==> config.mk <==
export PLATFORM = sky130hd
export DESIGN_NAME = coeff_load_sequencer_flat
export DESIGN_NICKNAME = d
export VERILOG_FILES = /design/src/rtl/coeff_load_sequencer_if.sv /design/src/rtl/coeff_load_sequencer.sv /design/src/flat_wrapper.sv
export SDC_FILE = /design/constraint.sdc
export NUM_CORES = 1
export LEC_CHECK = 0
export ABC_AREA = 1
export CORE_MARGIN = 3
export CORE_UTILIZATION = 49
export DETAILED_ROUTE_END_ITERATION = 8
export HOLD_SLACK_MARGIN = 0.12
export PLACE_DENSITY = 0.83
export RECOVER_POWER = 25
export REMOVE_ABC_BUFFERS = 1
export SYNTH_ARGS = -nofsm -noshare
export SYNTH_HDL_FRONTEND = slang
export SYNTH_SLANG_ARGS = --single-unit
==> constraint.sdc <==
create_clock -name clk -period 3.45 [get_ports clk]
set_input_delay 0.8625 -clock clk [delete_from_list [all_inputs] [get_ports clk]]
set_output_delay 0.8625 -clock clk [all_outputs]
set_load 0.01 [all_outputs]
==> src/rtl/coeff_load_sequencer_if.sv <==
// ----------------------------------------------------------------------------
// coeff_load_sequencer_if
// Valid/ready coefficient stream into the coefficient load sequencer.
//   coef_in     : coefficient word (DATA_WIDTH bits), source -> sequencer
//   coef_valid  : coef_in holds a valid word,         source -> sequencer
//   coef_ready  : sequencer accepts coef_in this cycle, sequencer -> source
// Modports: master = word source, slave = sequencer.
// ----------------------------------------------------------------------------
interface coeff_load_sequencer_if #(
   parameter int DATA_WIDTH = 8
);
   logic [DATA_WIDTH-1:0] coef_in;
   logic                  coef_valid;
   logic                  coef_ready;

   modport master (
      output coef_in,
      output coef_valid,
      input  coef_ready
   );

   modport slave (
      input  coef_in,
      input  coef_valid,
      output coef_ready
   );
endinterface

==> src/rtl/coeff_load_sequencer.sv <==
// ----------------------------------------------------------------------------
// coeff_load_sequencer
// Upstream control for the 2-to-4 tap-select decoder of the FIR datapath.
// Takes coefficient words one at a time over a valid/ready stream, stores
// them in a coefficient bank, and for each accepted word emits the tap index
// on {sel_hi,sel_lo} with a one-cycle dec_en strobe. coefs_loaded flags that
// the whole set is present.
// Ports:
//   clk          : rising-edge clock
//   rst          : asynchronous active-high reset
//   load_start   : one-cycle request to begin/restart a load (ignored mid-load)
//   cif          : coefficient stream (slave side: coef_in/coef_valid in,
//                  coef_ready out)
//   sel_hi/sel_lo: decoder select MSB/LSB (tap index of the last word)
//   dec_en       : decoder enable strobe, one cycle per accepted word
//   coef_bus     : stored taps, tap k at [k*DATA_WIDTH +: DATA_WIDTH]
//   coefs_loaded : full coefficient set valid
//   busy         : load in progress
// All outputs are registered.
// ----------------------------------------------------------------------------
module coeff_load_sequencer #(
   parameter int DATA_WIDTH = 8,
   parameter int NUM_TAPS   = 3
) (
   input  logic                             clk,
   input  logic                             rst,
   input  logic                             load_start,
   coeff_load_sequencer_if.slave            cif,
   output logic                             sel_hi,
   output logic                             sel_lo,
   output logic                             dec_en,
   output logic [NUM_TAPS*DATA_WIDTH-1:0]   coef_bus,
   output logic                             coefs_loaded,
   output logic                             busy
);

   typedef enum logic [1:0] {
      IDLE = 2'd0,
      LOAD = 2'd1,
      DONE = 2'd2
   } state_t;

   // Tap index is 2 bits wide because the decoder select is 2 bits.
   localparam logic [1:0] LAST_IDX = 2'(NUM_TAPS - 1);

   state_t     state;
   logic [1:0] idx;
   logic       take;

   // coef_ready is registered and high exactly while in LOAD.
   assign take = (state == LOAD) && cif.coef_valid && cif.coef_ready;

   always_ff @(posedge clk or posedge rst) begin
      if (rst) begin
         state          <= IDLE;
         idx            <= 2'd0;
         cif.coef_ready <= 1'b0;
         sel_hi         <= 1'b0;
         sel_lo         <= 1'b0;
         dec_en         <= 1'b0;
         coef_bus       <= '0;
         coefs_loaded   <= 1'b0;
         busy           <= 1'b0;
      end else begin
         // Strobe defaults low; it is re-armed only on an accepted word.
         dec_en <= 1'b0;
         case (state)
            IDLE, DONE: begin
               if (load_start) begin
                  state          <= LOAD;
                  idx            <= 2'd0;
                  coefs_loaded   <= 1'b0;
                  busy           <= 1'b1;
                  cif.coef_ready <= 1'b1;
               end
            end
            LOAD: begin
               if (take) begin
                  for (int k = 0; k < NUM_TAPS; k++) begin
                     if (idx == 2'(k)) begin
                        coef_bus[k*DATA_WIDTH +: DATA_WIDTH] <= cif.coef_in;
                     end
                  end
                  {sel_hi, sel_lo} <= idx;
                  dec_en           <= 1'b1;
                  idx              <= idx + 2'd1;
                  // Last tap: leave LOAD on the same edge so coefs_loaded
                  // rises together with the final strobe.
                  if (idx == LAST_IDX) begin
                     state          <= DONE;
                     cif.coef_ready <= 1'b0;
                     busy           <= 1'b0;
                     coefs_loaded   <= 1'b1;
                  end
               end
            end
            default: begin
               state <= IDLE;
            end
         endcase
      end
   end

endmodule

==> src/flat_wrapper.sv <==
// flat-port wrapper written by rule: the top's interface ports become plain ports
module coeff_load_sequencer_flat 
#(
   parameter int DATA_WIDTH = 8,
   parameter int NUM_TAPS   = 3
)
  (clk, rst, load_start, sel_hi, sel_lo, dec_en, coef_bus, coefs_loaded, busy, cif_coef_in, cif_coef_valid, cif_coef_ready);
  coeff_load_sequencer_if #(.DATA_WIDTH(DATA_WIDTH)) cif_i ();
  input  logic clk;
  input  logic rst;
  input  logic load_start;
  output logic sel_hi;
  output logic sel_lo;
  output logic dec_en;
  output logic [NUM_TAPS*DATA_WIDTH-1:0] coef_bus;
  output logic coefs_loaded;
  output logic busy;
  input wire logic [$bits(cif_i.coef_in)-1:0] cif_coef_in;
  input wire logic [$bits(cif_i.coef_valid)-1:0] cif_coef_valid;
  output wire logic [$bits(cif_i.coef_ready)-1:0] cif_coef_ready;
  assign cif_i.coef_in = cif_coef_in;
  assign cif_i.coef_valid = cif_coef_valid;
  assign cif_coef_ready = cif_i.coef_ready;
  coeff_load_sequencer #(.DATA_WIDTH(DATA_WIDTH), .NUM_TAPS(NUM_TAPS)) u_core (.clk(clk), .rst(rst), .load_start(load_start), .cif(cif_i), .sel_hi(sel_hi), .sel_lo(sel_lo), .dec_en(dec_en), .coef_bus(coef_bus), .coefs_loaded(coefs_loaded), .busy(busy));
endmodule
==> results.toml <==
[clock_tree]
clkSlewWorstSetupHoldPaths_ns = 0.09
clock_latency_ns = 0.33
clk_path_buf_depth = 2
cts_sinks = 33
cts_hold_buf = 0
h-tree-depth = 2
cts_tree = "yes"
cts_resized = 0
cts_buffers = 5
cts_setup_buffers = 0
root_buffer = "clkbuf_4"

[critical_path]
cp-end-kind = "async pin"
cp_slowest_cell = "clkbuf_1"
worst_setup_path_start_kind = "input port"
slowest_delay_ns = 1.25
path_buf_inv = 3
crit_family = "buffers and inverters"
setup.worst_path.class = "input port to async pin"
arrival_ns = 2.57
crit_required_ns = 3.57
path_max_fanout = 33
crit_chain = "clkdlybuf4s50_1 > inv_1 > clkbuf_1"

[power_and_ir_drop]
p_switching_uw = 617.3
vdd_ir_drop_max_mv = 0.6533
p_seq_share_pct = 40.2
leakagePower_uw = 0.0009270
clkPwrFrac_pct = 13.0
comb_power_share_pct = 46.8
p_int_uw = 1036
total_power_uw = 1653
p_per_area_nw_per_um2 = 899.5
p_sw_share_pct = 37.34

[route]
drcViolationCount = 0
viasPerCell = 5.094
via_count = 1141
wirelength_um = 3163
drtIter0Drc = 48
ant_nets = 0
wl_per_cell_um = 14.12
drt_pass1_iterations = 4

[sta]
finalSetupViolCount = 0
hold_viol_final = 0
period_needed_ns = 2.454
fmax_mhz = 407.6
skew_ns = 0.007512
slew_violations = 34
tns_ns = 0
min_period_over_period_pct = 71.12
relSlewSlack_pct = -16.13
rsz0062_at_grt = "false"
tightest_slew_ns = 1.742

[die]
die_w_um = 58.69
fp.coreArea_um2 = 2567
std_cell_rows = 18
initial_utilization_pct = 52.97
die_y_um = 58.69
dieArea_um2 = 3444
io_pins = 42

[synthesis]
synth_area_leaders = "dfrtp_1 61%, nand2_1 19%, nand3_1 7.7%, ha_1 2.8%, inv_1 1.9%"
avgSynthCellArea_um2 = 9.128
synthArstFlopShare_pct = 100.0
netlist_area_um2 = 1360
yosys_register_bits = 33
synth_top_area_share_pct = 60.72
synth.most_common_cell = "nand2_1"
synth.largest_area_cell = "dfrtp_1"
syn_inst = 149
yosysWarningCount = 0
netlist_top_cells_count = "68 x nand2_1, 33 x dfrtp_1, 21 x nand3_1"
ys_seq_area_share_pct = 60.72
synth-edff-count = 0
synth_cell_types = 17
synthFlopType = "dfrtp_1"

[outcome]
status = "complete, but fails checks"
violations = "max-capacitance violations, max-slew violations"

[global_routing]
antenna_found_initial = 0
track_usage_pct = 20.89
grt-ovfl-total = 0
grt_pass1_wl_um = 5361
grt_pass1_vias = 1137
grt_start_max_net_pins = 34

[place]
placed_area_um2 = 1787
gp_congestion = 0.8793
port_buffers = 41
hpwl_um = 2351
place_inst = 217

[flow_run]
drv_cap = 1

[finish]
area_growth_pct = 35.14
layoutNonFillerInstCount = 224
drive_above_1_share_pct = 6.186
fin_nets = 209
finish.instance_area_um2 = 1838
antenna_cells = 0

[min_path]
hold_path.class = "flip-flop to flip-flop"
==> layout make-up <==
type / count / area [um2]
inverter: 8 / 30.03
fill: 209 / 729.5
timing repair buffer: 42 / 414.1
sequential: 33 / 825.8
multi-input combinational: 104 / 475.5
clock buffer: 7 / 55.05
tap: 30 / 37.54
==> state kept, by name, indices dropped and copies added (netlist names) <==
register	cells
u_core.state	2
u_core.coef_bus	24
u_core.coefs_loaded	1
u_core.sel_hi	1
u_core.idx	2
u_core.sel_lo	1
u_core.cif.coef_ready	1
u_core.dec_en	1
==> kinds of logic after synthesis <==
family	count (synthesis)	share of synthesized area, %
and+or+nand+nor	98	31.10
adders and majority gates	3	2.760
DFF	33	60.72
AOI/OAI and AO/OA	3	1.104
buffers and inverters	12	4.323
==> metrics by stage <==
| stage | setup WS, ns | utilization, % | hold slack (ns) |
|---|---|---|---|
| detailed placement | 1.253 | 69.59 | 0.4577 |
| global route | 0.6774 | 71.59 | 0.4983 |
| finish | 0.9963 | 71.59 | 0.4804 |
| floorplan | 1.868 | - | 0.4940 |
| CTS | 1.236 | 71.73 | 0.4801 |
| global placement | 1.255 | 69.59 | 0.4536 |
==> placed cells by master (no fill, tap or decap) <==
| cell | Yosys | layout |
|---|---|---|
| nand2_2 | 1 | 1 |
| nor2_2 | 1 | 1 |
| inv_1 | 7 | 7 |
| nor2_1 | 3 | 3 |
| clkbuf_4 | 0 | 5 |
| o21ai_0 | 3 | 3 |
| clkbuf_1 | 0 | 2 |
| nor2_4 | 2 | 2 |
| clkdlybuf4s50_1 | 0 | 41 |
| inv_2 | 1 | 1 |
| nand2_1 | 68 | 68 |
| nand4_1 | 1 | 1 |
| dfrtp_1 | 33 | 33 |
| nand3_1 | 21 | 21 |
| clkbuf_8 | 0 | 1 |
| ha_1 | 3 | 3 |
| nand3_2 | 1 | 1 |
==> tightest hold or removal path: stages (launching register included) <==
cell     delay, ns
dfrtp_1       0.35
nand2_1       0.06
nand2_1       0.05
==> metal layers <==
| layer | vias to the layer above | wire (um) | part of all wire, % | global-route usage [%] |
|---|---|---|---|---|
| met5 | - | 0 | 0 | 0 |
| met4 | 0 | 51 | 1.6 | 6.796 |
| met3 | 6 | 219 | 6.9 | 6.579 |
| met2 | 42 | 1553 | 49 | 33.01 |
| met1 | 535 | 1339 | 42 | 27.52 |
| li1 | 558 | - | - | - |
==> power by group through the flow <==
stage,clock (uW),combinational (uW),sequential (uW)
detailed placement,0,782,669
CTS,222,784,666
finish,215,773,665
floorplan,0,297,729
global placement,0,758,659
global route,243,857,685
==> final timing paths <==
path	start	endpoint	slack [ns]	depth (start not counted)
worst max-delay path	rst	u_core.coef_bus[9]	1.0	3
worst min-delay path	u_core.coef_bus[2]	u_core.coef_bus[2]	0.48	2
worst max register to register	u_core.idx[0]	u_core.coef_bus[7]	1.93	5
worst min register to register	u_core.coef_bus[2]	u_core.coef_bus[2]	0.48	2
max in group clk	u_core.cif.coef_ready	busy	1.25	1
min in group asynchronous	rst	u_core.coef_bus[3]	1.45	3
Power figures use the tool's default switching activity.
